File: config.mk
export PLATFORM = sky130hd
export DESIGN_NAME = ras_spec
export DESIGN_NICKNAME = d
export VERILOG_FILES = /design/src/rtl/ras_spec_pkg.sv /design/src/rtl/ras_spec_ckpt_table.sv /design/src/rtl/ras_spec.sv
export SDC_FILE = /design/constraint.sdc
export NUM_CORES = 2
export LEC_CHECK = 0
export CORE_ASPECT_RATIO = 0.7
export CORE_MARGIN = 2
export CORE_UTILIZATION = 31
export DETAILED_ROUTE_END_ITERATION = 16
export DONT_BUFFER_PORTS = 1
export GPL_TIMING_DRIVEN = 0
export SETUP_SLACK_MARGIN = 0.05
export SLEW_MARGIN = 20
export SYNTH_ARGS = -nofsm -noshare
export SYNTH_HDL_FRONTEND = slang
export SYNTH_SLANG_ARGS = --single-unit
File: constraint.sdc
create_clock -name clk -period 42.8 [get_ports clk]
set_input_delay 8.56 -clock clk [delete_from_list [all_inputs] [get_ports clk]]
set_output_delay 8.56 -clock clk [all_outputs]
set_load 0.05 [all_outputs]
File: src/rtl/ras_spec_pkg.sv
// Shared fetch-predictor definitions: branch-type encodings, RAS checkpoint
// record and the return-address helper.
package ras_spec_pkg;

   localparam int RAS_DEPTH = 16;
   localparam int RAS_PTR_W = $clog2(RAS_DEPTH);
   localparam int RAS_OCC_W = RAS_PTR_W + 1;

   localparam logic [2:0] BR_NOP  = 3'd0;
   localparam logic [2:0] BR_COND = 3'd1;
   localparam logic [2:0] BR_CALL = 3'd2;
   localparam logic [2:0] BR_RET  = 3'd3;
   localparam logic [2:0] BR_IND  = 3'd4;

   typedef struct packed {
      logic [RAS_PTR_W-1:0] ptr;
      logic [RAS_OCC_W-1:0] cnt;
      logic [31:0]          top;
   } ras_ckpt_t;

   function automatic logic [31:0] ras_ret_addr(input logic [31:0] pc);
      return {pc[31:2] + 30'd1, 2'b00};
   endfunction

endpackage

File: src/rtl/ras_spec_ckpt_table.sv
// Per-branch-tag checkpoint register file: one write port, one combinational
// read port, cleared by the asynchronous reset.
module ras_ckpt_table
   import ras_spec_pkg::*;
#(
   parameter int TAG_W = 4
) (
   input  logic             clk,
   input  logic             reset,
   input  logic             i_wr_en,
   input  logic [TAG_W-1:0] i_wr_tag,
   input  ras_ckpt_t        i_wr_data,
   input  logic [TAG_W-1:0] i_rd_tag,
   output ras_ckpt_t        o_rd_data
);

   ras_ckpt_t r_table [2**TAG_W];

   always_ff @(posedge clk or posedge reset) begin
      if (reset) begin
         for (int i = 0; i < 2**TAG_W; i++) r_table[i] <= '0;
      end else if (i_wr_en) begin
         r_table[i_wr_tag] <= i_wr_data;
      end
   end

   assign o_rd_data = r_table[i_rd_tag];

endmodule

File: src/rtl/ras_spec.sv
// Speculative return-address stack with per-branch checkpoint repair,
// committed-pointer shadow for flushes and overflow statistics.
module ras_spec
   import ras_spec_pkg::*;
#(
   parameter int DEPTH   = RAS_DEPTH,
   parameter int PTR_W   = $clog2(DEPTH),
   parameter int FETCH_W = 2,
   parameter int TAG_W   = 4,
   parameter int CNT_W   = 16
) (
   input  logic                 clk,
   input  logic                 reset,
   input  logic                 fetch_en,
   input  logic [FETCH_W-1:0]   slot_valid,
   input  logic [FETCH_W*3-1:0] slot_type,
   input  logic [FETCH_W*32-1:0] slot_pc,
   output logic [31:0]          pred_target,
   output logic                 pred_valid,
   input  logic                 ckpt_en,
   input  logic [TAG_W-1:0]     ckpt_tag,
   input  logic                 recover_en,
   input  logic [TAG_W-1:0]     recover_tag,
   input  logic [2:0]           recover_type,
   input  logic [31:0]          recover_pc,
   input  logic                 commit_en,
   input  logic [2:0]           commit_type,
   input  logic                 flush,
   output logic [CNT_W-1:0]     ovf_cnt
);

   localparam int OCC_W = PTR_W + 1;
   localparam logic [OCC_W-1:0] FULL = OCC_W'(DEPTH);

   logic [31:0]      r_mem [DEPTH];
   logic [PTR_W-1:0] r_ptr, r_cptr;
   logic [OCC_W-1:0] r_cnt, r_ccnt;
   logic [CNT_W-1:0] r_ovf;

   logic             w_found, w_fetch_call, w_fetch_ret;
   logic [31:0]      w_fetch_pc, w_top, w_push_pc;
   logic             w_push, w_pop, w_ovf_inc, w_ckpt_we;
   logic [PTR_W-1:0] w_base_ptr, w_push_addr, w_nxt_ptr, w_cptr_nxt;
   logic [OCC_W-1:0] w_base_cnt, w_nxt_cnt, w_ccnt_nxt;
   ras_ckpt_t        w_ckpt_wr, w_ckpt_rd;

   assign w_top       = r_mem[r_ptr];
   assign pred_target = w_top;
   assign pred_valid  = (r_cnt != '0);
   assign ovf_cnt     = r_ovf;

   // Only the lowest-index valid CALL/RET slot drives the stack this cycle.
   always_comb begin
      w_found      = 1'b0;
      w_fetch_call = 1'b0;
      w_fetch_ret  = 1'b0;
      w_fetch_pc   = '0;
      for (int i = 0; i < FETCH_W; i++) begin
         if (!w_found && slot_valid[i] &&
             (slot_type[i*3 +: 3] == BR_CALL || slot_type[i*3 +: 3] == BR_RET)) begin
            w_found      = 1'b1;
            w_fetch_call = (slot_type[i*3 +: 3] == BR_CALL);
            w_fetch_ret  = (slot_type[i*3 +: 3] == BR_RET);
            w_fetch_pc   = slot_pc[i*32 +: 32];
         end
      end
   end

   assign w_ckpt_we = fetch_en & ckpt_en & ~flush & ~recover_en;
   assign w_ckpt_wr = '{ptr: r_ptr, cnt: r_cnt, top: w_top};

   ras_ckpt_table #(.TAG_W(TAG_W)) u_ckpt (
      .clk       (clk),
      .reset     (reset),
      .i_wr_en   (w_ckpt_we),
      .i_wr_tag  (ckpt_tag),
      .i_wr_data (w_ckpt_wr),
      .i_rd_tag  (recover_tag),
      .o_rd_data (w_ckpt_rd)
   );

   // A recovery replays its redo op on top of the restored checkpoint state.
   always_comb begin
      w_base_ptr = recover_en ? w_ckpt_rd.ptr : r_ptr;
      w_base_cnt = recover_en ? w_ckpt_rd.cnt : r_cnt;
      w_push     = 1'b0;
      w_pop      = 1'b0;
      w_push_pc  = '0;
      if (flush) begin
         w_push = 1'b0;
      end else if (recover_en) begin
         w_push    = (recover_type == BR_CALL);
         w_pop     = (recover_type == BR_RET);
         w_push_pc = recover_pc;
      end else if (fetch_en) begin
         w_push    = w_fetch_call;
         w_pop     = w_fetch_ret;
         w_push_pc = w_fetch_pc;
      end
      w_push_addr = w_base_ptr + 1'b1;
      w_nxt_ptr   = w_base_ptr;
      w_nxt_cnt   = w_base_cnt;
      if (w_push) begin
         w_nxt_ptr = w_push_addr;
         if (w_base_cnt != FULL) w_nxt_cnt = w_base_cnt + 1'b1;
      end else if (w_pop && w_base_cnt != '0) begin
         w_nxt_ptr = w_base_ptr - 1'b1;
         w_nxt_cnt = w_base_cnt - 1'b1;
      end

      w_cptr_nxt = r_cptr;
      w_ccnt_nxt = r_ccnt;
      if (commit_en && commit_type == BR_CALL) begin
         w_cptr_nxt = r_cptr + 1'b1;
         if (r_ccnt != FULL) w_ccnt_nxt = r_ccnt + 1'b1;
      end else if (commit_en && commit_type == BR_RET && r_ccnt != '0) begin
         w_cptr_nxt = r_cptr - 1'b1;
         w_ccnt_nxt = r_ccnt - 1'b1;
      end

      if (flush) begin
         w_nxt_ptr = w_cptr_nxt;
         w_nxt_cnt = w_ccnt_nxt;
      end
   end

   assign w_ovf_inc = w_push && (w_base_cnt == FULL);

   always_ff @(posedge clk or posedge reset) begin
      if (reset) begin
         r_ptr  <= '0;
         r_cnt  <= '0;
         r_cptr <= '0;
         r_ccnt <= '0;
         r_ovf  <= '0;
         for (int i = 0; i < DEPTH; i++) r_mem[i] <= '0;
      end else begin
         r_ptr  <= w_nxt_ptr;
         r_cnt  <= w_nxt_cnt;
         r_cptr <= w_cptr_nxt;
         r_ccnt <= w_ccnt_nxt;
         if (w_ovf_inc && r_ovf != '1) r_ovf <= r_ovf + 1'b1;
         // Repair and redo-push target different entries, so both may land together.
         if (recover_en && !flush) r_mem[w_ckpt_rd.ptr] <= w_ckpt_rd.top;
         if (w_push) r_mem[w_push_addr] <= ras_ret_addr(w_push_pc);
      end
   end

endmodule

[After elaboration in Yosys (flattened, before gate mapping)]
Index checks and enable logic that the tools add are counted.
Storage, ports and cells
  logic and storage cells: 176
  output and inout bits: 49
  register bits: 1202
Cells by class
  bitwise logic cells: 10
  reductions and logical operators: 20
  add/sub/neg operators: 10
  equality and inequality tests: 12
  mux-type cells: 47
  magnitude comparators: 8
Operators by type and width (number)
  512-bit bitwise mux: 2
  512-bit two-way mux: 2
  656-bit bitwise mux: 1
  32-bit two-way mux: 9
  32-bit demux with 4-bit select: 2
  41-bit binary-select mux with 4-bit select: 1
  41-bit demux with 4-bit select: 1
  32-bit binary-select mux with 4-bit select: 1
  41-bit two-way mux: 3
  5-bit two-way mux: 8
  30-bit by 1-bit adder with 30-bit output, second input constant: 1
  5-bit greater-or-equal comparator, second input constant: 5
  4-bit NOT with 5-bit output: 5
  3-bit by 2-bit equality test with 1-bit output, second input constant: 8
  4-bit two-way mux: 6
  16-bit by 1-bit adder with 16-bit output, second input constant: 1
  16-bit != test, second input constant: 1
  5-bit by 1-bit less-than comparator with 1-bit output, second input constant: 3
  5-bit nonzero test: 3
  1-bit logical AND: 13
  1-bit two-way mux: 11
  5-bit by 1-bit adder with 5-bit output, second input constant: 2
  5-bit != test, second input constant: 2
  5-bit by 1-bit subtractor with 5-bit output, second input constant: 2
  other kinds (7): 14

[Logic depth before layout (Yosys ltp)]
  word-level depth: 15
  depth in mapped cells: 17

[By module]
From an unflattened synthesis, not the netlist that was laid out.
Unflattened totals
  cell total of the unflattened synthesis: 4683
  area, all modules: 60023.8 µm²
By module, submodules not included
  ras_spec: seq. area each 13663.1 µm², area an instance 30878.4 µm², times used 1, cells an instance 2889
  ras_ckpt_table: seq. area each 16415.7 µm², area an instance 29145.5 µm², times used 1, cells an instance 1794

[Worst setup path before layout]
No wires, ideal clock.
  path type: input-to-reg
  start: in slot_type[2]
  end: reg r_mem[474] in the netlist's numbering
  data arrival time: 11.809 ns
  path slack: 30.852 ns
  path buffers: 5
  setup time: 0.139 ns
  stages: 17
  path through: and3b_1 -> buf_2 -> buf_2 -> buf_2 -> a32oi_1 -> and2_1 -> clkbuf_1 -> inv_1 -> ha_1 -> inv_1 -> a221oi_2 -> nand3_1 -> nor4_1 -> nand2_1 -> xor2_1 -> clkbuf_1 -> mux2i_1
On the way
  cells in the longest elaborated chain, start to end: 14
  elaborated cells between the ends (all ways): 21
RTL lines
  start, declared: RTL line ras_spec.sv:16  | input logic [FETCH_W*3-1:0] slot_type,
  3-bit by 2-bit equality test with 1-bit output, on equally long branches: RTL line ras_spec.sv:60, ras_spec.sv:62
  1-bit logical OR: RTL line ras_spec.sv:60  | (slot_type[i*3 +: 3] == BR_CALL || slot_type[i*3 +: 3] == BR_RET)) begin
  1-bit logical AND: RTL line ras_spec.sv:59  | if (!w_found && slot_valid[i] &&
  1-bit two-way mux: RTL line ras_spec.sv:59
  1-bit logical NOT: RTL line ras_spec.sv:59
  1-bit logical AND (2 in series): RTL line ras_spec.sv:59
  32-bit two-way mux: RTL line ras_spec.sv:59
  32-bit two-way mux: RTL line ras_spec.sv:95  | end else if (fetch_en) begin
  32-bit two-way mux: RTL line ras_spec.sv:91  | end else if (recover_en) begin
  32-bit two-way mux: RTL line ras_spec.sv:89  | if (flush) begin
  30-bit by 1-bit adder with 30-bit output: RTL line ras_spec_pkg.sv:22  | return {pc[31:2] + 30'd1, 2'b00};
  512-bit bitwise mux: RTL line ras_spec.sv:145  | if (w_push) r_mem[w_push_addr] <= ras_ret_addr(w_push_pc);
  512-bit two-way mux (*): RTL line ras_spec.sv:145
  end signal, assigned by index: RTL line ras_spec.sv:144  | if (recover_en && !flush) r_mem[w_ckpt_rd.ptr] <= w_ckpt_rd.top;
  end signal, assigned by index: RTL line ras_spec.sv:145
  end, declared: RTL line ras_spec.sv:35  | logic [31:0] r_mem [DEPTH];
Mark *: on every way between the ends. The rest lies on a longest branch, timed or not.
A chain may end at the register's enable or synchronous reset.

[Final worst setup path]
  start: reg r_ptr[1]
  end: out pred_target[16]
On the way
  cells in the longest elaborated chain, start to end: 4
RTL lines
  start, declared: RTL line ras_spec.sv:36  | logic [PTR_W-1:0] r_ptr, r_cptr;
  start signal, assigned: RTL line ras_spec.sv:138  | r_ptr <= w_nxt_ptr;
  4-bit NOT with 5-bit output (implied by the code): RTL line ras_spec.sv:47  | assign w_top = r_mem[r_ptr];
  32-bit binary-select mux with 4-bit select: RTL line ras_spec.sv:47
  32-bit two-way mux (implied by the code) (2 in series): RTL line ras_spec.sv:47
  end, declared: RTL line ras_spec.sv:18  | output logic [31:0] pred_target,
No other way between the ends. The select of a mux whose other input is x is not followed.

==> results.md <==
* Run status: finished clean
* Synth Net Count at 4738
* Synth top area share at 0.497
* Worst R2R Start: r_ptr[1]
* Total track usage at 0.204
* Antenna violations before repair at 1
* Clk buf depth at 3
* CP Cell Sequence: clkbuf_1 > clkbuf_1 > buf_1 > mux4_2 > mux4_2 > clkbuf_1
* CTS resizes at 0
* Layout fillers at 18727
* Fin Clk Skew at 0.0383 ns
* CTS H-tree depth at 3
* Die Ht at 374 microns
* Synth Flop Type: dfrtp_1
* CTS tree: yes
* Crit Path Class: reg2out
* Synthesized instance count at 4600
* Yosys reg bits at 1202
* Routed WL per cell at 27.7 microns
* Top post-synthesis cells by area: dfrtp_1, mux2_2, mux4_2
* Fin area at 0.0684 sq mm
* Setup_tns at 0 ns
* Startpoint types: flop
* Vias after detailed routing at 41655
* Clk_lat worst skew at 0.78 ns
* Hold Crit Class: reg2reg
* Peak supply drop at 31.4 uV
* R2R Path End: u_ckpt.r_table[262]
* Port bufs at 0
* Finish-stage setup viols at 0
* # Post-CTS Setup Buffers at 0
* Max_cap viols at 0
* Hold path start: u_ckpt.r_table[206]
* First-pass GRT wire length at 301 mm
* Fmax at 72.4 MHz
* Final period utilization at 0.323
* Syn Area/Cell at 13.2 sq um
* Cell repeated most along the worst path: clkbuf_1
* Detailed router's first-iteration violation count at 5130
* Layout cells sized above 1 at 0.325
* Core Rows at 135
* EDFF count, synth at 0
* DR DRC count at 0
* Final weighted congestion in routability-driven placement at 0.971
* Most frequent cell after synthesis: dfrtp_1
* Async SR Flop Fraction at 1.00
* Max Fanout on Critical Path at 10
* Crit path required time at 34.24 ns
* Power Dens Cells at 44.0 mW/mm^2
* Core area at 0.194 sq mm
* Reg2Reg Depth at 7
* Antenna viol nets, final at 0
* Full die area at 0.199 sq mm
* Vias per cell at 5.60
* WHS at 0.501 ns
* Sequential area share after synthesis at 0.497
* Lkg Pwr at 31.4 nW
* Drt first pass iters at 7
* Fin nets at 4874
* Die Wd at 532 microns
* CP endpoint kind: output pin
* CTS root buf: clkbuf_16
* GRT Residual Overflow at 0
* Clk slew on worst S/H paths at 0.07 ns
* Synth area leader: dfrtp_1
* Largest net degree at the start of global routing at 107
* Hold depth at 1
* Post-DP Area at 0.0643 sq mm
* Clock net sink count at 1202
* Post-route minimum period at 13.80 ns
* Max-slew violations at 0
* Vias in the first global route at 41727
* DP HPWL at 151 mm
* Worst Hold End: u_ckpt.r_table[206]
* Netlist cell types at 80
* Ys Warns at 0
* RSZ-0062 raised after global routing: no
* Slowest-stage cell, CP: clkbuf_1
* Mapped cell area at 0.0605 sq mm
* Hold_buf cts at 0
* Finished Core Util at 0.353
* DRT Wirelength at 206 mm
* Initial core utilization at 0.312
* Actual slew at the worst max-slew pin at 1.31 ns
* Num CTS Buffers at 114
* Reg-to-reg slack, setup at 37.83 ns
* Worst slew margin at 0.125
* Finished Layout Cells at 7434
* Final count of hold timing violations at 0
* Worst Path Arrival at 5.24 ns
* Top post-synthesis cells by count: dfrtp_1, mux2_2, mux2i_1, mux4_2, nand2_1
* Placed Cells incl. Taps at 7222
* IO Count at 174
* CP peak stage delay at 0.98 ns
* Area Growth Syn to Fin at 13.0%
[how the worst max path moves through the flow]
stage	depth (start not counted)	slack, ns	from	end
floorplan	1	0.38	reset	ovf_cnt[0]
global placement	1	-13.44	reset	u_ckpt.r_table[361]
detailed placement	12	29.22	recover_tag[3]	ovf_cnt[11]
CTS	6	28.94	r_ptr[0]	pred_target[19]
global route	6	28.96	r_ptr[1]	pred_target[13]
finish	6	29.00	r_ptr[1]	pred_target[16]
[cell families after synthesis]
kind of cell             count (synthesis)  synth area share
adder cells (fa/ha/maj)                 13           0.00269
XOR/XNOR                                56           0.00847
multiplexers                          1561             0.348
AND/OR/NAND/NOR                        728            0.0551
flip-flops                            1202             0.497
buffers and inverters                  453            0.0320
AO/OA/AOI/OAI                          587            0.0563
[layout make-up]
type	count	area [sq um]	area share
antenna	3	7.51	0.000110
buffer	434	1950	0.0285
clock buffer	168	3410	0.0498
clock inverter	40	571	0.00834
inverter	19	78.8	0.00115
multi-input combinational	2945	28600	0.418
sequential	1202	30100	0.440
tap	2603	3260	0.0476
timing repair buffer	20	425	0.00622
[report_power, final]
part / switching, W / leakage [nW] / internal, W / total [W]
clock: 0.000478 / 1.97 / 0.000618 / 0.00110
combinational: 0.000396 / 12.8 / 0.000221 / 0.000617
sequential: 0.0000627 / 16.6 / 0.00123 / 0.00129
[placed cells by master (no fill, tap or decap), types with 18 or more instances in the layout]
| cell | Yosys | routed |
|---|---|---|
| clkbuf_1 | 254 | 242 |
| buf_1 | 70 | 41 |
| mux4_2 | 356 | 356 |
| dfrtp_1 | 1202 | 1202 |
| o21ai_0 | 115 | 115 |
| clkinv_2 | 0 | 21 |
| nor3_1 | 21 | 19 |
| nor2b_1 | 52 | 52 |
| clkbuf_8 | 0 | 33 |
| clkbuf_16 | 0 | 115 |
| buf_4 | 18 | 18 |
| mux2_2 | 783 | 783 |
| a211oi_1 | 47 | 47 |
| nand4_1 | 25 | 25 |
| xnor2_1 | 32 | 26 |
| o21ai_1 | 114 | 114 |
| mux2i_1 | 404 | 404 |
| clkbuf_2 | 0 | 43 |
| nand2_1 | 300 | 300 |
| buf_2 | 83 | 103 |
| nor2_1 | 234 | 234 |
| a21oi_1 | 222 | 222 |
[metrics by stage]
stage / total power (W) / setup slack [ns]
after global routing: 0.00311 / 28.96
after global placement: 0.00191 / -13.44
after detailed placement: 0.00192 / 29.22
after CTS: 0.00301 / 28.94
final: 0.00301 / 29.00
after floorplan: 0.00170 / 0.377
[per-layer routing]
layer | wire, microns | part of all wire | vias up | track usage
met4 | 4930 | 0.024 | 0 | 0.0503
met2 | 85700 | 0.42 | 2000 | 0.283
met1 | 94000 | 0.46 | 22187 | 0.308
met5 | 0 | 0 | - | 0
li1 | - | - | 17190 | -
met3 | 21600 | 0.10 | 278 | 0.0608
[sequential cells by signal (all words and copies together) (netlist names)]
signal,count
r_ccnt,5
r_ptr,4
u_ckpt.r_table,656
r_cnt,5
r_mem,512
r_cptr,4
ovf_cnt,16
[critical path, delay by kind of cell, from the launching register on]
kind	cells	cell delay (ns)
buf+inv	4	3.29
flops	1	0.32
mux	2	0.83
(Power assumes the default switching activity.)
